--- config.mk ---
export PLATFORM = sky130hd
export DESIGN_NAME = mem_access_unit_flat
export DESIGN_NICKNAME = d
export VERILOG_FILES = /design/src/rtl/mem_access_unit_if.sv /design/src/rtl/mem_access_unit.sv /design/src/flat_wrapper.sv
export SDC_FILE = /design/constraint.sdc
export NUM_CORES = 1
export LEC_CHECK = 0
export BUFFER_PORTS_ARGS = -buffer_cell sky130_fd_sc_hd__buf_2
export CAP_MARGIN = 30
export CORE_UTILIZATION = 40
export DETAILED_ROUTE_END_ITERATION = 8
export PLACE_DENSITY_LB_ADDON = 0.08
export SYNTH_ARGS = -nofsm -noshare
export SYNTH_HDL_FRONTEND = slang
export SYNTH_SLANG_ARGS = --single-unit
--- constraint.sdc ---
create_clock -name clock -period 2 [get_ports clock]
set_input_delay 0.1 -clock clock [delete_from_list [all_inputs] [get_ports clock]]
set_output_delay 0.1 -clock clock [all_outputs]
set_load 0.02 [all_outputs]
--- src/rtl/mem_access_unit_if.sv ---
// Data-memory request/acknowledge bus.
// The access unit is the master; the memory is the slave.
interface mem_access_unit_if;
  logic        dmem_req;
  logic        dmem_we;
  logic [31:0] dmem_addr;
  logic [3:0]  dmem_be;
  logic [31:0] dmem_wdata;
  logic        dmem_ack;
  logic [31:0] dmem_rdata;

  modport master (
    output dmem_req,
    output dmem_we,
    output dmem_addr,
    output dmem_be,
    output dmem_wdata,
    input  dmem_ack,
    input  dmem_rdata
  );

  modport slave (
    input  dmem_req,
    input  dmem_we,
    input  dmem_addr,
    input  dmem_be,
    input  dmem_wdata,
    output dmem_ack,
    output dmem_rdata
  );
endinterface

--- src/rtl/mem_access_unit.sv ---
// MEM-stage data access: sizing, lane steering,
// req/ack handshake with wait states and timeout.
module mem_access_unit #(
  parameter int TIMEOUT_CYCLES = 16
) (
  input  logic        clock,
  input  logic        reset,
  input  logic        valid_in,
  input  logic        mem_read_in,
  input  logic        mem_write_in,
  input  logic [2:0]  funct3_in,
  input  logic        write_back_in,
  input  logic [4:0]  read_rd_in,
  input  logic [31:0] data_address_in,
  input  logic [31:0] store_data_in,
  mem_access_unit_if.master dmem,
  output logic        write_back_out,
  output logic [4:0]  read_rd_out,
  output logic [31:0] data_address_out,
  output logic [31:0] data_mem_out,
  output logic        stall_out,
  output logic        access_fault_out,
  output logic        bus_error_out
);

  localparam int CW = $clog2(TIMEOUT_CYCLES + 1);
  localparam logic [CW-1:0] LAST =
    CW'(TIMEOUT_CYCLES - 1);

  typedef enum logic {IDLE, WAIT} state_t;

  typedef struct packed {
    logic [31:0] addr;
    logic [31:0] wdata;
    logic [3:0]  be;
    logic        we;
    logic [2:0]  funct3;
    logic [4:0]  rd;
    logic        wb;
  } req_t;

  state_t          state, state_nxt;
  logic [CW-1:0]   cnt, cnt_nxt;
  req_t            held, cur, sel;
  logic            latch;
  logic            is_mem;
  logic            bad;
  logic            req;
  logic            wb;
  logic [4:0]      rd;
  logic [31:0]     addr;
  logic [31:0]     mdata;
  logic            stall;
  logic            fault;
  logic            berr;

  function automatic logic legal_f3(
    input logic [2:0] f3
  );
    unique case (f3)
      3'b000, 3'b001, 3'b010,
      3'b100, 3'b101: return 1'b1;
      default:        return 1'b0;
    endcase
  endfunction

  function automatic logic misaligned(
    input logic [2:0] f3,
    input logic [1:0] a
  );
    unique case (f3)
      3'b001, 3'b101: return a[0];
      3'b010:         return a != 2'b00;
      default:        return 1'b0;
    endcase
  endfunction

  function automatic logic [31:0] steer_data(
    input logic [2:0]  f3,
    input logic [31:0] d
  );
    unique case (f3[1:0])
      2'b00:   return {4{d[7:0]}};
      2'b01:   return {2{d[15:0]}};
      default: return d;
    endcase
  endfunction

  function automatic logic [3:0] steer_be(
    input logic [2:0] f3,
    input logic [1:0] a
  );
    unique case (f3[1:0])
      2'b00:   return 4'b0001 << a;
      2'b01:   return 4'b0011 << {a[1], 1'b0};
      default: return 4'b1111;
    endcase
  endfunction

  function automatic logic [31:0] extract(
    input logic [2:0]  f3,
    input logic [1:0]  a,
    input logic [31:0] d
  );
    logic [7:0]  b;
    logic [15:0] h;
    unique case (a)
      2'b00:   b = d[7:0];
      2'b01:   b = d[15:8];
      2'b10:   b = d[23:16];
      default: b = d[31:24];
    endcase
    h = a[1] ? d[31:16] : d[15:0];
    unique case (f3)
      3'b000:  return {{24{b[7]}}, b};
      3'b001:  return {{16{h[15]}}, h};
      3'b100:  return {24'd0, b};
      3'b101:  return {16'd0, h};
      default: return d;
    endcase
  endfunction

  // Build the request implied by the EX/MEM slot.
  always_comb begin
    cur.addr   = data_address_in;
    cur.wdata  = steer_data(funct3_in,
                            store_data_in);
    cur.be     = mem_write_in
               ? steer_be(funct3_in,
                          data_address_in[1:0])
               : 4'b1111;
    cur.we     = mem_write_in;
    cur.funct3 = funct3_in;
    cur.rd     = read_rd_in;
    cur.wb     = write_back_in & mem_read_in;
    is_mem     = valid_in
               & (mem_read_in | mem_write_in);
    bad        = ~legal_f3(funct3_in)
               | misaligned(funct3_in,
                            data_address_in[1:0]);
  end

  // Next state, handshake and MEM/WB outputs.
  always_comb begin
    state_nxt = state;
    cnt_nxt   = cnt;
    latch     = 1'b0;
    sel       = cur;
    req       = 1'b0;
    wb        = 1'b0;
    rd        = read_rd_in;
    addr      = data_address_in;
    mdata     = '0;
    stall     = 1'b0;
    fault     = 1'b0;
    berr      = 1'b0;
    unique case (state)
      IDLE: begin
        if (!is_mem) begin
          wb = valid_in & write_back_in;
        end else if (bad) begin
          fault = 1'b1;
        end else begin
          req = 1'b1;
          if (dmem.dmem_ack) begin
            wb = cur.wb;
            if (!cur.we)
              mdata = extract(cur.funct3,
                              cur.addr[1:0],
                              dmem.dmem_rdata);
          end else begin
            latch     = 1'b1;
            stall     = 1'b1;
            cnt_nxt   = '0;
            state_nxt = WAIT;
          end
        end
      end
      WAIT: begin
        sel     = held;
        req     = 1'b1;
        rd      = held.rd;
        addr    = held.addr;
        cnt_nxt = cnt + 1'b1;
        if (dmem.dmem_ack) begin
          wb        = held.wb;
          if (!held.we)
            mdata = extract(held.funct3,
                            held.addr[1:0],
                            dmem.dmem_rdata);
          cnt_nxt   = '0;
          state_nxt = IDLE;
        end else if (cnt == LAST) begin
          berr      = 1'b1;
          cnt_nxt   = '0;
          state_nxt = IDLE;
        end else begin
          stall = 1'b1;
        end
      end
      default: begin
        state_nxt = IDLE;
        cnt_nxt   = '0;
      end
    endcase
  end

  // Reset silences every output, abandoning any access.
  always_comb begin
    dmem.dmem_req    = req & ~reset;
    dmem.dmem_we     = sel.we & req & ~reset;
    dmem.dmem_addr   = reset ? '0
                     : {sel.addr[31:2], 2'b00};
    dmem.dmem_be     = reset ? '0 : sel.be;
    dmem.dmem_wdata  = reset ? '0 : sel.wdata;
    write_back_out   = wb & ~reset;
    read_rd_out      = reset ? '0 : rd;
    data_address_out = reset ? '0 : addr;
    data_mem_out     = reset ? '0 : mdata;
    stall_out        = stall & ~reset;
    access_fault_out = fault & ~reset;
    bus_error_out    = berr & ~reset;
  end

  // State, wait counter and latched request.
  always_ff @(posedge clock) begin
    if (reset) begin
      state <= IDLE;
      cnt   <= '0;
      held  <= '0;
    end else begin
      state <= state_nxt;
      cnt   <= cnt_nxt;
      if (latch)
        held <= cur;
    end
  end

endmodule

--- src/flat_wrapper.sv ---
// flat-port wrapper written by rule: the top's interface ports become plain ports
module mem_access_unit_flat 
#(
  parameter int TIMEOUT_CYCLES = 16
)
  (clock, reset, valid_in, mem_read_in, mem_write_in, funct3_in, write_back_in, read_rd_in, data_address_in, store_data_in, write_back_out, read_rd_out, data_address_out, data_mem_out, stall_out, access_fault_out, bus_error_out, dmem_dmem_req, dmem_dmem_we, dmem_dmem_addr, dmem_dmem_be, dmem_dmem_wdata, dmem_dmem_ack, dmem_dmem_rdata);
  mem_access_unit_if dmem_i ();
  input  logic clock;
  input  logic reset;
  input  logic valid_in;
  input  logic mem_read_in;
  input  logic mem_write_in;
  input  logic [2:0] funct3_in;
  input  logic write_back_in;
  input  logic [4:0] read_rd_in;
  input  logic [31:0] data_address_in;
  input  logic [31:0] store_data_in;
  output logic write_back_out;
  output logic [4:0] read_rd_out;
  output logic [31:0] data_address_out;
  output logic [31:0] data_mem_out;
  output logic stall_out;
  output logic access_fault_out;
  output logic bus_error_out;
  output wire logic [$bits(dmem_i.dmem_req)-1:0] dmem_dmem_req;
  output wire logic [$bits(dmem_i.dmem_we)-1:0] dmem_dmem_we;
  output wire logic [$bits(dmem_i.dmem_addr)-1:0] dmem_dmem_addr;
  output wire logic [$bits(dmem_i.dmem_be)-1:0] dmem_dmem_be;
  output wire logic [$bits(dmem_i.dmem_wdata)-1:0] dmem_dmem_wdata;
  input wire logic [$bits(dmem_i.dmem_ack)-1:0] dmem_dmem_ack;
  input wire logic [$bits(dmem_i.dmem_rdata)-1:0] dmem_dmem_rdata;
  assign dmem_dmem_req = dmem_i.dmem_req;
  assign dmem_dmem_we = dmem_i.dmem_we;
  assign dmem_dmem_addr = dmem_i.dmem_addr;
  assign dmem_dmem_be = dmem_i.dmem_be;
  assign dmem_dmem_wdata = dmem_i.dmem_wdata;
  assign dmem_i.dmem_ack = dmem_dmem_ack;
  assign dmem_i.dmem_rdata = dmem_dmem_rdata;
  mem_access_unit #(.TIMEOUT_CYCLES(TIMEOUT_CYCLES)) u_core (.clock(clock), .reset(reset), .valid_in(valid_in), .mem_read_in(mem_read_in), .mem_write_in(mem_write_in), .funct3_in(funct3_in), .write_back_in(write_back_in), .read_rd_in(read_rd_in), .data_address_in(data_address_in), .store_data_in(store_data_in), .dmem(dmem_i), .write_back_out(write_back_out), .read_rd_out(read_rd_out), .data_address_out(data_address_out), .data_mem_out(data_mem_out), .stall_out(stall_out), .access_fault_out(access_fault_out), .bus_error_out(bus_error_out));
endmodule
==> metrics.txt <==
RePlAce Congestion 0.885; antenna violations before repair 0; router iterations before antenna repair 6; average routed wire per standard cell 15.5 um; Global Route Usage Sum between 20 and 25%; P per Cell Area roughly 550 mW/mm2; DP Wirelength 14.1 mm; cell area after synthesis 0.00619 mm2; via total after detailed routing 7000; final worst slack -0.0759 ns; clock tree skew after final layout approximately 0.013 ns; GRT Residual Overflow 0; I/O Buffers 251; number of nets with antenna violations after detailed routing 0; number of clock buffers inserted by TritonCTS 9; maximum fanout along the worst path 6; die width ~130 um; kind of critical path flop to output port; largest net degree at the start of global routing 158; final setup violating endpoints 23; floorplan die area about 0.016 mm2; post-layout total power a little under 5 mW; portion of the clock cycle consumed by the worst path in the final layout 104%; 1st-iter DRT viols 457; vias in the first global route approximately 6300; Final Max Tran Viols 0; worst-margin pin slew 0.671 ns; unrepaired setup endpoints after global routing yes; Clock Tree Root sky130_fd_sc_hd__clkbuf_16; number of diodes 0; share of cells above drive strength 1 35.9%; placement row count 45; worst min-delay path category primary input to flop; number of standard cells after synthesis roughly 870; CTS tree done; Hold Violations, Final 0; first-pass GRT wire length between 30 and 40 mm; Routed Wire Length ~21 mm; sort of element at the end of the critical path output port; post-DR vias/cell 5.27; final net count 1247; Yosys cell types 54; maximum ir drop on the vdd rail 0.398 mV; Post-synth EDFFs 0; detailed-route DRC error count 0; deepest clock path buffer count 2; portion of the post-synthesis area used by sequential elements between 20 and 30%; headroom to the max-slew limit 55.2%; CORE AREA ~0.015 mm2; Sinks on Clock Net 84; Worst Path Required 1.90 ns; clock transition time at the flip-flop clock pins of the worst setup and hold paths 0.07 ns; #FFs+latches synth 84; Area Overhead vs Synth 42.2%; Final min period 2.08 ns; arrival time of data at the critical path endpoint about 2.0 ns; FFs w/ async S/R, synth 0%; most frequently used flop master after synthesis sky130_fd_sc_hd__dfxtp_1; Hold Slack 0.00346 ns; warnings from Yosys 0; setup slack of the most critical reg-to-reg path about 0.39 ns; maximum frequency from static timing analysis 0.482 GHz; mean instance size in the synthesized netlist 7.14 um2; LEAKAGE 3.86 nW; Die Span Y 126 um; outcome finished with violations; insertion delay to the later sink of the worst-skew pair 0.35 ns; failing checks setup timing; max_cap viols 0; Setup crit start kind flop; maximum level of the CTS H-tree 3; Initial Utilization 40.9%; IO Pins approximately 250
## what timing repair did
item | CTS | global route
buffers inserted | 8 | 10
pin swaps | 23 | 18
gates resized for setup | 72 | 46
endpoints found under the setup margin | 34 | 31
hold endpoints to repair | 26 | 0
gates cloned | 1 | 0
hold buffers | 26 | 0
## critical path, stage by stage (launching register included)
cell and delay (ns):
sky130_fd_sc_hd__dfxtp_4 0.36, sky130_fd_sc_hd__mux2_4 0.21, sky130_fd_sc_hd__a22oi_2 0.09, sky130_fd_sc_hd__and3_4 0.18, sky130_fd_sc_hd__nor4_4 0.33, sky130_fd_sc_hd__buf_4 0.21, sky130_fd_sc_hd__o21a_1 0.14, sky130_fd_sc_hd__buf_6 0.12
## final timing paths
check,start,end,cells past startpoint
setup / recovery,u_core.held[47],data_mem_out[22],7
setup reg to reg,u_core.state,u_core.held[52],5
hold / removal,data_address_in[24],u_core.held[70],3
hold reg to reg,u_core.held[21],u_core.held[21],2
## sequential cells by signal, summed over array words and instances (netlist names)
signal and flops:
u_core.state 1, u_core.held 78, u_core.cnt 5
## per-stage QoR
stage / setup WS, ns / TNS [ns] / util (%) / area, um2 / instances
after global placement: -0.206 / -3.44 / 50.8 / 7690 / 1267
after detailed placement: -0.241 / -4.37 / 50.8 / 7690 / 1267
after CTS: -0.102 / -1.75 / 56.5 / 8550 / 1318
after floorplan: -0.148 / -0.888 / - / 6200 / 868
final: -0.0759 / -1.02 / 58.1 / 8810 / 1328
after global routing: -0.173 / -3.22 / 58.1 / 8810 / 1328
## Yosys cell counts, types with 5 or more instances
master / count / area (um2)
sky130_fd_sc_hd__dfxtp_1: 84 / 1680
sky130_fd_sc_hd__a211oi_1: 27 / 203
sky130_fd_sc_hd__o221ai_1: 5 / 43.8
sky130_fd_sc_hd__mux2i_1: 95 / 951
sky130_fd_sc_hd__a2bb2oi_1: 5 / 43.8
sky130_fd_sc_hd__buf_1: 7 / 26.3
sky130_fd_sc_hd__nand2_1: 140 / 526
sky130_fd_sc_hd__buf_4: 36 / 270
sky130_fd_sc_hd__nor3b_1: 5 / 37.5
sky130_fd_sc_hd__o21ai_0: 37 / 185
sky130_fd_sc_hd__nor2b_1: 13 / 81.3
sky130_fd_sc_hd__or3_1: 5 / 31.3
sky130_fd_sc_hd__clkbuf_1: 44 / 165
sky130_fd_sc_hd__a22oi_1: 11 / 82.6
sky130_fd_sc_hd__o21a_1: 16 / 120
sky130_fd_sc_hd__a21oi_1: 97 / 485
sky130_fd_sc_hd__a22o_1: 7 / 61.3
sky130_fd_sc_hd__nor2_1: 144 / 541
sky130_fd_sc_hd__nor3_1: 8 / 40.0
sky130_fd_sc_hd__nand3_1: 6 / 30.0
sky130_fd_sc_hd__buf_2: 16 / 80.1
## layout make-up
cell class	instances	area [um2]
Sequential cell	84	1700
Multi-Input combinational cell	674	4170
Timing Repair Buffer	361	2390
Tap cell	188	235
Clock buffer	13	250
Inverter	5	18.8
Fill cell	1478	6340
Clock inverter	3	47.5
## layout by cell type, fill, tap and decap left out, types with 4 or more instances in the layout
| master | n |
|---|---|
| sky130_fd_sc_hd__buf_2 | 224 |
| sky130_fd_sc_hd__dlygate4sd3_1 | 26 |
| sky130_fd_sc_hd__dfxtp_1 | 79 |
| sky130_fd_sc_hd__o21ai_0 | 26 |
| sky130_fd_sc_hd__nor2b_1 | 12 |
| sky130_fd_sc_hd__a21oi_1 | 92 |
| sky130_fd_sc_hd__buf_12 | 7 |
| sky130_fd_sc_hd__or3_1 | 5 |
| sky130_fd_sc_hd__a211oi_1 | 25 |
| sky130_fd_sc_hd__nor3_1 | 7 |
| sky130_fd_sc_hd__nor2_1 | 139 |
| sky130_fd_sc_hd__a22oi_1 | 9 |
| sky130_fd_sc_hd__nand3_1 | 6 |
| sky130_fd_sc_hd__buf_6 | 24 |
| sky130_fd_sc_hd__o2111ai_1 | 4 |
| sky130_fd_sc_hd__clkbuf_16 | 9 |
| sky130_fd_sc_hd__buf_4 | 80 |
| sky130_fd_sc_hd__inv_1 | 4 |
| sky130_fd_sc_hd__o21ai_2 | 10 |
| sky130_fd_sc_hd__nand2_1 | 140 |
| sky130_fd_sc_hd__mux2i_1 | 92 |
| sky130_fd_sc_hd__o21a_1 | 16 |
| sky130_fd_sc_hd__a21oi_2 | 5 |
| sky130_fd_sc_hd__a22o_1 | 7 |
## where the power goes
group | switching [mW] | internal (mW)
logic | 0.821 | 0.580
clock network | 0.692 | 1.01
registers | 0.0279 | 1.72
total | 1.54 | 3.31
## cell families (layout without fill, tap and decap cells)
group	Yosys count	after routing	share of synthesized area, %
compound gates	230	230	23.1
xor+xnor	1	1	0.141
fa+ha+maj	1	1	0.202
buf+inv	110	382	9.41
flops	84	84	27.2
mux	99	99	16.1
other cells	1	2	0.0605
simple gates	341	341	23.8
## layer usage
layer / up-vias / track usage [%] / wire, um
met2: 235 / 43.1 / 10000
li1: 3513 / - / -
met5: - / 0 / 0
met3: 27 / 3.58 / 1180
met1: 3225 / 31.7 / 8980
met4: 0 / 8.50 / 377
Power figures use the tool's default switching activity.
